==> config.mk <==
export PLATFORM = sky130hd
export DESIGN_NAME = br_pred_ctrl
export DESIGN_NICKNAME = d
export VERILOG_FILES = /design/src/rtl/br_pred_ctrl.sv
export SDC_FILE = /design/constraint.sdc
export NUM_CORES = 1
export LEC_CHECK = 0
export CAP_MARGIN = 20
export CORE_MARGIN = 2
export CORE_UTILIZATION = 54
export DETAILED_ROUTE_END_ITERATION = 12
export PLACE_DENSITY = 0.86
export SYNTH_ARGS = -nofsm -noshare
export SYNTH_HDL_FRONTEND = slang
export SYNTH_SLANG_ARGS = --single-unit
==> constraint.sdc <==
create_clock -name clk -period 8.4 [get_ports clk]
set_input_delay 1.68 -clock clk [delete_from_list [all_inputs] [get_ports clk]]
set_output_delay 1.68 -clock clk [all_outputs]
set_load 0.005 [all_outputs]
==> src/rtl/br_pred_ctrl.sv <==
// Branch predictor: direct-mapped BTB with 2-bit saturating counters, EX-stage mispredict detection.
// Optional performance counters are enabled by defining BR_STAT_EN.
module br_pred_ctrl #(
  parameter int IDX_W = 3
) (
  input  logic        clk,
  input  logic        rst,
  input  logic        stall,
  input  logic [31:0] PC_IF,
  output logic        Br_pred,
  output logic [31:0] pred_target,
  input  logic        ex_valid,
  input  logic        ex_is_br,
  input  logic [31:0] ex_PC,
  input  logic        ex_pred,
  input  logic        ex_taken,
  input  logic [31:0] ex_target,
  output logic        flush,
  output logic [31:0] redirect_PC,
  output logic [31:0] br_cnt,
  output logic [31:0] miss_cnt
);
  localparam int DEPTH = 1 << IDX_W;
  localparam int TAG_W = 30 - IDX_W;

  logic             valid_reg  [DEPTH];
  logic [TAG_W-1:0] tag_reg    [DEPTH];
  logic [31:0]      target_reg [DEPTH];
  logic [1:0]       ctr_reg    [DEPTH];

  logic [IDX_W-1:0] if_idx, ex_idx;
  logic [TAG_W-1:0] if_tag, ex_tag;
  logic             if_hit, ex_hit;
  logic             res, mispredict;
  logic [31:0]      redir_next;
  logic             upd_en;
  logic [1:0]       upd_ctr;
  logic [31:0]      upd_target;
  logic             unused_pc_bits;

  assign unused_pc_bits = ^{PC_IF[1:0], ex_PC[1:0]};

  assign if_idx = PC_IF[IDX_W+1:2];
  assign if_tag = PC_IF[31:IDX_W+2];
  assign ex_idx = ex_PC[IDX_W+1:2];
  assign ex_tag = ex_PC[31:IDX_W+2];

  assign if_hit      = valid_reg[if_idx] && (tag_reg[if_idx] == if_tag);
  assign Br_pred     = if_hit && ctr_reg[if_idx][1];
  assign pred_target = Br_pred ? target_reg[if_idx] : PC_IF + 32'd4;

  assign ex_hit = valid_reg[ex_idx] && (tag_reg[ex_idx] == ex_tag);
  assign res    = ex_valid && ex_is_br && !stall;

  always_comb begin
    mispredict = 1'b0;
    redir_next = 32'd0;
    if (ex_pred && !ex_taken) begin
      mispredict = 1'b1;
      redir_next = ex_PC + 32'd4;
    end else if (!ex_pred && ex_taken) begin
      mispredict = 1'b1;
      redir_next = ex_target;
    end else if (ex_pred && ex_taken && (target_reg[ex_idx] != ex_target)) begin
      mispredict = 1'b1;
      redir_next = ex_target;
    end
  end

  assign flush       = res && mispredict;
  assign redirect_PC = flush ? redir_next : 32'd0;

  // A not-taken branch that misses the table leaves it untouched.
  always_comb begin
    upd_en     = res && (ex_taken || ex_hit);
    upd_ctr    = ctr_reg[ex_idx];
    upd_target = target_reg[ex_idx];
    if (ex_taken) begin
      upd_target = ex_target;
      if (!ex_hit)
        upd_ctr = 2'b10;
      else if (ctr_reg[ex_idx] != 2'b11)
        upd_ctr = ctr_reg[ex_idx] + 2'd1;
    end else if (ctr_reg[ex_idx] != 2'b00) begin
      upd_ctr = ctr_reg[ex_idx] - 2'd1;
    end
  end

  generate
    for (genvar gi = 0; gi < DEPTH; gi++) begin : g_entry
      always_ff @(posedge clk) begin
        if (rst) begin
          valid_reg[gi]  <= 1'b0;
          tag_reg[gi]    <= '0;
          target_reg[gi] <= 32'd0;
          ctr_reg[gi]    <= 2'b01;
        end else if (upd_en && (ex_idx == IDX_W'(gi))) begin
          valid_reg[gi]  <= 1'b1;
          tag_reg[gi]    <= ex_tag;
          target_reg[gi] <= upd_target;
          ctr_reg[gi]    <= upd_ctr;
        end
      end
    end
  endgenerate

`ifdef BR_STAT_EN
  logic [31:0] br_cnt_reg, miss_cnt_reg;

  always_ff @(posedge clk) begin
    if (rst) begin
      br_cnt_reg   <= 32'd0;
      miss_cnt_reg <= 32'd0;
    end else begin
      if (res)
        br_cnt_reg <= br_cnt_reg + 32'd1;
      if (flush)
        miss_cnt_reg <= miss_cnt_reg + 32'd1;
    end
  end

  assign br_cnt   = br_cnt_reg;
  assign miss_cnt = miss_cnt_reg;
`else
  assign br_cnt   = 32'd0;
  assign miss_cnt = 32'd0;
`endif

endmodule

==> flow_summary_export.csv <==
group,metric,value,unit
clock_tree,cts_sinks,496,
drt,wl_per_cell,32.2,um
global_routing,grt_max_degree,52,
global_routing,first_global_vias,21960,
global_routing,overflow,0,
critical_path,cp_max_fo,42,
placement,dp.final_hpwl,63.7,mm
drt,detail-route-antenna-nets,0,
floorplan,floorplan.initialDensity,0.549,
critical_path,crit_chain,"buf_4, buf_4, mux4_2, mux2i_1, xnor2_1, a2111oi_0, nand4b_1, nor4_4, mux2i_1, a221oi_1, clkdlybuf4s50_1",
layout,fin_area,32300,um^2
sta,fin_setup_tns,0,ps
run,max_cap_violations,0,
clock_tree,cts_root_buf,"clkbuf_16",
synth,synth_edf_count,495,
sta,setup_slack,452,ps
pwr,power_density,190,nW/um^2
drt,vias,21966,
sta,final-hold-violation-count,0,
pwr,vdd_drop_max,0.157,mV
placement,io_buffers,168,
placement,dp.cells,2989,
placement,place_area,30600,um^2
drt,drc_errors,0,
drt,routed_via_density,7.10,
synth,synth_area_leaders,"edfxtp_1, mux4_2, nor2_1",
sta,final.period_utilization,0.946,
layout,drive_gt1_frac,0.173,
sta,tightest_slew,1170,ps
worst_hold_path,hp-class,"flip-flop to flip-flop",
sta,setup_viol,0,
outcome,outcome,"finished, final reports clean",
synth,synth_area,28300,um^2
floorplan,num_rows,83,
floorplan,die-area,54300,um^2
synth,syn_inst,2237,
critical_path,crit_required,6720,ps
sta,slew_violations,0,
synth,yosys_warnings,0,
synth,synth.yosys.seq_area_share,0.525,
drt,drt_wl_total,99.6,mm
sta,fin_skew,31.7,ps
critical_path,cp-start-kind,"input port",
synth,syn_avg_cell_area,12.7,um^2
layout,area_delta_synth_final,14.0,%
layout,fillers,3735,
critical_path,cpMaxStageDelayCell,"nor4_4",
synth,synth-main-ff-cell,"edfxtp_1",
pwr,p_leak,11.5,nW
clock_tree,ctsHoldBuffers,0,
clock_tree,cts_setup_buffers,0,
layout,largest_reg_flops,256,
synth,ys_types,55,
layout,final_cell_count_no_fill,3092,
floorplan,die_w,233,um
synth,synth_common_cells,"nor2_1, edfxtp_1, mux4_2",
drt,drtIter0Drc,4012,
clock_tree,cts_buffers,52,
critical_path,crit_type,"input port to output port",
critical_path,cp-end-kind,"output port",
clock_tree,cts_tree,"built",
clock_tree,cts_resized,0,
layout,fin_util,0.626,
clock_tree,htreeDepth,2,
synth,yosysTopAreaCell,"edfxtp_1",
critical_path,cp_data_arrival_time,6270,ps
synth,synth-seq-cells,496,
synth,async_flop_share,0,
placement,place_ws,740,ps
pwr,power,6.15,mW
drt,firstDrtPassIters,7,
sta,timing.slew.headroom,0.212,
floorplan,dieHeight,233,um
sta,grt_setup_unrepaired,"false",
global_routing,grt_pass1_wl,141,mm
floorplan,core_area,51600,um^2
layout,fin_nets,2474,
sta,period_minus_slack,7950,ps
sta,hold_ws,528,ps
global_routing,antenna_found_initial,7,
sta,fmax,126,MHz
global_routing,gr-usage-all-layers,0.365,
placement,routabilityCongestion,1.06,
clock_tree,cts.clk_slew.worst_paths,60,ps
floorplan,io_pins,233,
critical_path,slowest_delay,700,ps
clock_tree,clk-insertion-delay-late,630,ps
synth,yosysMostFrequentCell,"nor2_1",
synth,yosysTopAreaCellShare,0.525,
clock_tree,cts_buffer_depth,3,
cells in the final DEF, fill, tap and decap left out, types with 7 or more instances in the layout:
cell type        count
nor2_1             527
nand3_1             33
mux2i_1            113
mux4_2             215
mux2_2              32
edfxtp_1           495
nand2_1             94
nand2b_1             7
or3_1               12
conb_1              64
o21ai_1             31
clkdlybuf4s50_1    163
xnor2_1             94
inv_1               39
nor4_1              24
clkbuf_1             8
clkbuf_16           54
ha_1                 7
a211oi_1            12
and3_1              11
a221oi_1            22
a21oi_1             31
a22o_1               9
nor3_1              13
buf_12              12
o21ai_0             21
and2_1              19
buf_4               50
o22ai_1             22
xor2_1              25
nand4_1             25
clkinv_2            14
clkinv_1            35
power by group:
| part | switching, mW | internal (mW) |
|---|---|---|
| combinational | 0.562 | 0.365 |
| sequential | 0.0598 | 2.83 |
| clock | 1.01 | 1.33 |
| total | 1.63 | 4.52 |
logic make-up after synthesis:
family / Yosys count / share of synthesized area
AOI/OAI and AO/OA: 173 / 0.0390
xor gates and xnor gates: 119 / 0.0368
adders and majority gates: 7 / 0.00309
buffers and inverters: 283 / 0.0517
DFF: 496 / 0.525
muxes: 360 / 0.224
other: 1 / 0.000132
and+or+nand+nor: 798 / 0.120
critical path: cells and delay by family:
family                    cells  cell delay [ps]
AOI/OAI and AO/OA             2             1130
muxes                         3              740
xor gates and xnor gates      1              100
buffers and inverters         3             1620
and+or+nand+nor               2              910
routing by layer:
layer	global-route usage	wire length [um]
met5	0.0202	207
met1	0.449	30800
met2	0.528	42200
met3	0.170	19600
met4	0.211	6810
final timing paths:
kind / start / endpoint / slack (ps) / cells after the start
hold reg to reg: valid_reg[4]$_DFF_P_ / valid_reg[4]$_DFF_P_ / 530 / 2
hold / removal: valid_reg[4]$_DFF_P_ / valid_reg[4]$_DFF_P_ / 530 / 2
setup reg to reg: tag_reg[3][22]$_SDFFCE_PN0P_ / tag_reg[2][18]$_SDFFCE_PN0P_ / 3910 / 8
setup / recovery: PC_IF[3] / pred_target[5] / 450 / 11
cell type report:
class,count,area (um^2),share of cell area
diodes,5,12.5,0.000387
clock buffers,62,1380,0.0428
clock inverters,35,313,0.00969
inverters,65,246,0.00763
multi-input cells,1521,12300,0.381
flip-flops and latches,496,14900,0.461
well taps,680,851,0.0263
repair buffers,228,2290,0.0708
Note: power is estimated with default switching activity, not from simulation.
